<file path="src/rtl/rx_packet_ctrl.sv">
// rx_packet_ctrl: header detect, payload write to a dual-bank RAM, checksum commit/rollback
// Ports: clk_50/reset (async, active-high); word/word_valid from the byte receiver;
// ram_wr/ram_addr/ram_data RAM write port; pkt_ok/pkt_err result pulses;
// pkt_type bank of current/last packet; busy while in a packet; good_count committed packets.
module rx_packet_ctrl #(
  parameter int PAYLOAD_LEN = 4,
  parameter int ADDR_W      = 8,
  parameter int TIMEOUT     = 1024
) (
  input  logic              clk_50,
  input  logic              reset,
  input  logic [7:0]        word,
  input  logic              word_valid,
  output logic              ram_wr,
  output logic [ADDR_W-1:0] ram_addr,
  output logic [7:0]        ram_data,
  output logic              pkt_ok,
  output logic              pkt_err,
  output logic              pkt_type,
  output logic              busy,
  output logic [15:0]       good_count
);
  localparam int PW = ADDR_W - 1;
  localparam int TW = $clog2(TIMEOUT + 1);
  typedef enum logic [1:0] {IDLE, PAYLOAD, CHECK} state_t;
  state_t state_q, state_d;
  logic [PW-1:0] ptr0_q, ptr0_d, ptr1_q, ptr1_d, wptr_q, wptr_d;
  logic [7:0] cksum_q, cksum_d, cnt_q, cnt_d, ram_data_q, ram_data_d;
  logic [TW-1:0] tmo_q, tmo_d;
  logic [ADDR_W-1:0] ram_addr_q, ram_addr_d;
  logic type_q, type_d, ram_wr_q, ram_wr_d, ok_q, ok_d, err_q, err_d;
  logic [15:0] good_q, good_d;
  logic hdr_c3, commit, expired;
  assign hdr_c3 = word == 8'hC3;
  // a silent cycle with the counter already at TIMEOUT-1 ends the packet
  assign expired = !word_valid && tmo_q == TW'(TIMEOUT - 1);
  assign commit = state_q == CHECK && word_valid && word == cksum_q;
  always_comb begin
    state_d = state_q;
    wptr_d = wptr_q;
    cksum_d = cksum_q;
    cnt_d = cnt_q;
    type_d = type_q;
    ram_wr_d = 1'b0;
    ram_addr_d = ram_addr_q;
    ram_data_d = ram_data_q;
    ok_d = 1'b0;
    err_d = 1'b0;
    tmo_d = (state_q == IDLE || word_valid) ? '0 : tmo_q + TW'(1);
    ptr0_d = (commit && !type_q) ? wptr_q : ptr0_q;
    ptr1_d = (commit && type_q) ? wptr_q : ptr1_q;
    good_d = commit ? good_q + 16'd1 : good_q;
    case (state_q)
      IDLE: if (word_valid && (word == 8'hA5 || hdr_c3)) begin
        type_d = hdr_c3;
        wptr_d = hdr_c3 ? ptr1_q : ptr0_q;
        cksum_d = '0;
        cnt_d = '0;
        state_d = PAYLOAD;
      end
      PAYLOAD: if (word_valid) begin
        ram_wr_d = 1'b1;
        ram_addr_d = {type_q, wptr_q};
        ram_data_d = word;
        wptr_d = wptr_q + PW'(1);
        cksum_d = cksum_q + word;
        cnt_d = cnt_q + 8'd1;
        state_d = (cnt_q == 8'(PAYLOAD_LEN - 1)) ? CHECK : PAYLOAD;
      end else if (expired) begin
        err_d = 1'b1;
        state_d = IDLE;
      end
      CHECK: if (word_valid || expired) begin
        ok_d = commit;
        err_d = !commit;
        state_d = IDLE;
      end
      default: state_d = IDLE;
    endcase
  end
  always_ff @(posedge clk_50 or posedge reset)
    if (reset) begin
      state_q <= IDLE;
      ptr0_q <= '0;
      ptr1_q <= '0;
      wptr_q <= '0;
      cksum_q <= '0;
      cnt_q <= '0;
      tmo_q <= '0;
      type_q <= 1'b0;
      ram_wr_q <= 1'b0;
      ram_addr_q <= '0;
      ram_data_q <= '0;
      ok_q <= 1'b0;
      err_q <= 1'b0;
      good_q <= '0;
    end else begin
      state_q <= state_d;
      ptr0_q <= ptr0_d;
      ptr1_q <= ptr1_d;
      wptr_q <= wptr_d;
      cksum_q <= cksum_d;
      cnt_q <= cnt_d;
      tmo_q <= tmo_d;
      type_q <= type_d;
      ram_wr_q <= ram_wr_d;
      ram_addr_q <= ram_addr_d;
      ram_data_q <= ram_data_d;
      ok_q <= ok_d;
      err_q <= err_d;
      good_q <= good_d;
    end
  assign ram_wr = ram_wr_q;
  assign ram_addr = ram_addr_q;
  assign ram_data = ram_data_q;
  assign pkt_ok = ok_q;
  assign pkt_err = err_q;
  assign pkt_type = type_q;
  assign busy = state_q != IDLE;
  assign good_count = good_q;
endmodule

</file>
<file path="config.mk">
export PLATFORM = sky130hd
export DESIGN_NAME = rx_packet_ctrl
export DESIGN_NICKNAME = d
export VERILOG_FILES = /design/src/rtl/rx_packet_ctrl.sv
export SDC_FILE = /design/constraint.sdc
export NUM_CORES = 1
export LEC_CHECK = 0
export CORE_ASPECT_RATIO = 1.4
export CORE_MARGIN = 4
export CORE_UTILIZATION = 30
export DETAILED_ROUTE_END_ITERATION = 16
export HOLD_SLACK_MARGIN = 0.08
export PLACE_DENSITY_LB_ADDON = 0.05
export SLEW_MARGIN = 25
export SYNTH_ARGS = -nofsm -noshare
export SYNTH_HDL_FRONTEND = slang
export SYNTH_SLANG_ARGS = --single-unit
</file>
<file path="constraint.sdc">
create_clock -name clk_50 -period 4.8 [get_ports clk_50]
set_clock_uncertainty 0.1 [all_clocks]
set_input_delay 1.2 -clock clk_50 [delete_from_list [all_inputs] [get_ports clk_50]]
set_output_delay 1.2 -clock clk_50 [all_outputs]
set_load 0.005 [all_outputs]
</file>
# Word-level counts from Yosys, hierarchy flattened

Cells that the tools add are included.

Register bits: 86
Bits of input ports: 11

Add/subtract/negate cells: 5
Equal/unequal tests: 11
Mux-type cells: 24
Reductions and logical operators: 19

Operators with widths:

| operator                                               | number |
|---|---|
| one-hot mux 8 bit (2 select lines)                     | 2 |
| two-way mux 8 bit                                      | 3 |
| two-way mux 7 bit                                      | 3 |
| adder 16 x 1 -> 16 bit (second input constant)         | 1 |
| equality test 8 bit (second input constant)            | 2 |
| one-hot mux 7 bit (2 select lines)                     | 1 |
| adder 11 x 1 -> 11 bit (second input constant)         | 1 |
| equality test 11 x 10 -> 1 bit (second input constant) | 1 |
| two-way mux 11 bit                                     | 1 |
| two-way mux 2 bit                                      | 5 |
| adder 8 x 1 -> 8 bit (second input constant)           | 1 |
| adder 8 bit                                            | 1 |
| equality test 8 x 2 -> 1 bit (second input constant)   | 1 |
| equality test 8 bit                                    | 1 |
| adder 7 x 1 -> 7 bit (second input constant)           | 1 |
| two-way mux 1 bit                                      | 7 |
| logical AND 1 bit                                      | 6 |
| one-hot mux 2 bit (3 select lines)                     | 1 |
| AND reduction 3 bit                                    | 2 |
| != test 2 x 1 -> 1 bit (second input constant)         | 2 |
| AND reduction 2 bit                                    | 2 |
| nonzero test 2 bit                                     | 2 |
| logical NOT 1 bit                                      | 3 |
| logical OR 1 bit                                       | 3 |
| other kinds (6)                                        | 6 |

# Longest topological paths before layout

Depth in word-level cells: 6
Gate-level depth with buffers: 9

# Least setup slack after synthesis

OpenSTA, ideal clock, no wires.

Kind: in2reg
Start point: input port word[3]
End point: register good_q[8] (netlist: good_count[8])
Library setup time: 0.075 ns
Data arrival time: 2.743 ns
Slack: 1.881 ns
Cell stages on the path: 8
Buffers on the path: 1
Cell sequence: ha_1 nor4_4 nand4b_4 inv_4 and3_1 buf_4 and3_4 xor2_2

Word-level cells in the longest chain between the ends: 2

Ends and longest elaborated chain:

| item                 | line | RTL |
|---|---|---|
| from (decl)          | 12   | `input logic [7:0] word,` |
| equality test 8 bit  | 37   | `assign commit = state_q == CHECK && word_valid && word == cksum_q;` |
| logical AND 1 bit    | 37   |  |
| to (signal assigned) | 111  | `good_q <= good_d;` |
| to (decl)            | 32   | `logic [15:0] good_q, good_d;` |

Every way passes these cells.
A chain may end at the register's enable or synchronous reset.

# Worst setup path after layout

Start point: input port word[1]
End point: register cksum_q[6]

Word-level cells in the longest chain between the ends: 5

Ends and longest elaborated chain:

| item                                                                | line | RTL |
|---|---|---|
| parallel branches: the longest is 5 deep, another holds adder 8 bit | n/a  |  |
| to (signal assigned)                                                | 102  | `cksum_q <= cksum_d;` |
| to (decl)                                                           | 28   | `logic [7:0] cksum_q, cksum_d, cnt_q, cnt_d, ram_data_q, ram_data_d;` |

Parallel ways; which one is timed is not known. The select of a mux whose other input is x is not followed.

==> flow_summary.toml <==
[run_status]
status = "completed"

[setup_path]
end_kind = "flop"
r2r-start = "cnt_q[0]$_DFFE_PP0P_"
crit_type = "input port to flop"
path_max_fanout = 14
startpoint = "word[1]"
cp.required_ns = 4.92
cp-start-kind = "input port"
arrival_ns = 3.45

[clock_tree]
cts_buffer_depth = 2
clk_latency_ns = 0.34
clock-sinks = 86
cts_buffers = 9
cts-htree-levels = 3
cts_resized = 0
hold_buffers = 0
root_buffer = "clkbuf_16"
post_cts_buffers = 0
cts_tree = "yes"
path_clk_slew_ns = 0.06

[finish]
multiInputGateArea_mm2 = 0.00197
syn_to_final_growth_pct = 24.0
diodes = 0
fin_nets = 455
drive_above_1_share = 0.164
regArea_mm2 = 0.00215
final_area_mm2 = 0.00522
final.fill_count = 1382
utilization = 0.377
stdcell_count = 619

[power_and_ir_drop]
powerDensity_mw_per_mm2 = 460
clkPwrFrac = 0.296
p_sw_mw = 0.760
vdd.ir_drop.worst_mv = 0.163
intPower_mw = 1.64
p_sw_frac = 0.316
p_leak_nw = 2.35
p_total_mw = 2.40
sequentialPowerShare = 0.399
pwr-share-comb = 0.305

[grt]
grt_pass1_vias = 3084
grt_pass1_wl_um = 16300
antenna_found_initial = 0
grt_max_degree = 38
grt.total_usage = 0.131
overflow = 0

[drt]
drc = 0
wire_per_inst_um = 15.8
drtIter0Drc = 65
drt-total-wl_um = 9750
firstDrtPassIters = 4
antenna_left = 0
vias_per_cell = 4.77
dr_total_vias = 2955

[logic_synthesis]
syn_area_mm2 = 0.00421
synth_fp_nets = 400
ys_types = 58
synthArstFlopShare = 1.00
synth_top_cells_by_area = "dfrtp_1 51%, mux2_2 8.8%, ha_1 4.2%"
synth_common_cells = "86 x dfrtp_1, 35 x nand2_1, 33 x mux2_2, 30 x nor2_1, 21 x o21ai_0"
ys.warnings.count = 0
ys_ff_latch = 86
synth_seq_area_share = 0.511
synth_edf_count = 0
netlist_instances = 374
synth.top_cell.area_share = 0.511
yosysMostFrequentCell = "dfrtp_1"
synthFlopType = "dfrtp_1"
synth.avg_cell_area_um2 = 11.3
synth_top_area_cell = "dfrtp_1"

[sta]
relSlewSlack = 0.474
report.final.hold_viol_count = 0
fin_ws_ns = 1.47
hold_ws_ns = 0.365
setup_tns_ns = 0
worstMarginPinSlew_ns = 0.782
fin_crit_ns = 3.33
drv_slew = 0
post-route-period-util = 0.694
setup_violations = 0
timing.fmax_mhz = 300
rsz0062_at_grt = "false"

[place]
portBuffers = 47
dpl.cell_count = 603
gp_congestion = 0.749
place_area_mm2 = 0.00492
place_ws_ns = 1.08
dp_hpwl_um = 6990

[die]
initial_core_util = 0.304
rows = 51
core_area_mm2 = 0.0138
die_w_um = 108
fp.dieH_um = 148
ioPinCount = 48
dieArea_mm2 = 0.0160

[worst_hold_path]
worstHoldStart = "good_count[15]$_DFFE_PP0N_"
hold_class = "flop to flop"

[run]
max_cap_viol_count = 0
==> routing by layer <==
| metal | share of wire | routed length [um] | up-vias | global-route usage |
|---|---|---|---|---|
| met4 | 0.021 | 209 | 0 | 0.0587 |
| met1 | 0.46 | 4510 | 1445 | 0.170 |
| met2 | 0.48 | 4720 | 42 | 0.213 |
| met5 | 0 | 0 | - | 0 |
| met3 | 0.032 | 314 | 13 | 0.0248 |
| li1 | - | - | 1455 | - |
==> placed cells by master, fill, tap and decap left out, drive strengths merged, types with 4 or more instances in the layout <==
cell           Yosys  layout
a21oi              6       6
a22o               6       6
and3               9       9
buf                4       7
clkbuf             6      11
clkdlybuf4s50      0      47
clkinv             1       4
dfrtp             86      86
ha                14      14
inv                9       8
mux2              33      33
mux2i              5       5
nand2             36      36
nand3             16      16
nand4              8       8
nor2              31      31
nor4               4       4
o21ai             21      21
o22ai              4       4
o31ai              4       4
xnor2             16      16
xor2              13      13
==> cell families (layout without fill, tap and decap cells) <==
group | Yosys count | in the layout | share of synthesized area
compound gates | 64 | 64 | 0.103
xor+xnor | 29 | 29 | 0.0621
fa+ha+maj | 15 | 15 | 0.0463
buf+inv | 20 | 80 | 0.0202
flops | 86 | 86 | 0.511
mux | 38 | 38 | 0.100
simple gates | 122 | 122 | 0.157
==> area by class of cell <==
class | instances | area share
clock buffers | 11 | 0.0465
clock inverters | 5 | 0.0113
inverters | 10 | 0.00790
multi-input cells | 268 | 0.378
flip-flops and latches | 86 | 0.412
well taps | 185 | 0.0443
repair buffers | 54 | 0.100
==> path summary, 6_finish.rpt <==
check | endpoint | slack [ns] | cells past startpoint
worst max-delay path | cksum_q[6]$_DFFE_PP0P_ | 1.47 | 6
worst min-delay path | good_count[15]$_DFFE_PP0N_ | 0.37 | 1
worst max register to register | state_q[0]$_DFFE_PP0P_ | 2.33 | 5
worst min register to register | good_count[15]$_DFFE_PP0N_ | 0.37 | 1
max in group asynchronous | ptr0_q[5]$_DFFE_PP0P_ | 2.54 | 4
min in group asynchronous | good_count[13]$_DFFE_PP0N_ | 1.15 | 2
==> state kept, by name, summed over array words and instances, names as in the netlist, 2 cells and up <==
register / count
cksum_q: 8
cnt_q: 8
good_count: 16
ptr0_q: 7
ptr1_q: 7
ram_addr: 8
ram_data: 8
state_q: 2
tmo_q: 11
wptr_q: 7
==> power groups by stage <==
stage / Combinational [mW] / Clock, mW / Sequential, mW
6_report: 0.733 / 0.710 / 0.959
5_1_grt: 0.811 / 0.766 / 0.979
4_1_cts: 0.749 / 0.733 / 0.961
3_5_place_dp: 0.744 / 0 / 0.974
3_3_place_gp: 0.739 / 0 / 0.972
2_1_floorplan: 0.465 / 0 / 0.949
==> worst max-delay path: stages <==
cell and delay (ns):
clkdlybuf4s50_1 0.54, nor4bb_1 0.22, a31oi_1 0.37, a2bb2oi_2 0.64
nor2_1 0.23, a22o_1 0.25
Note: power is estimated with default switching activity, not from simulation.
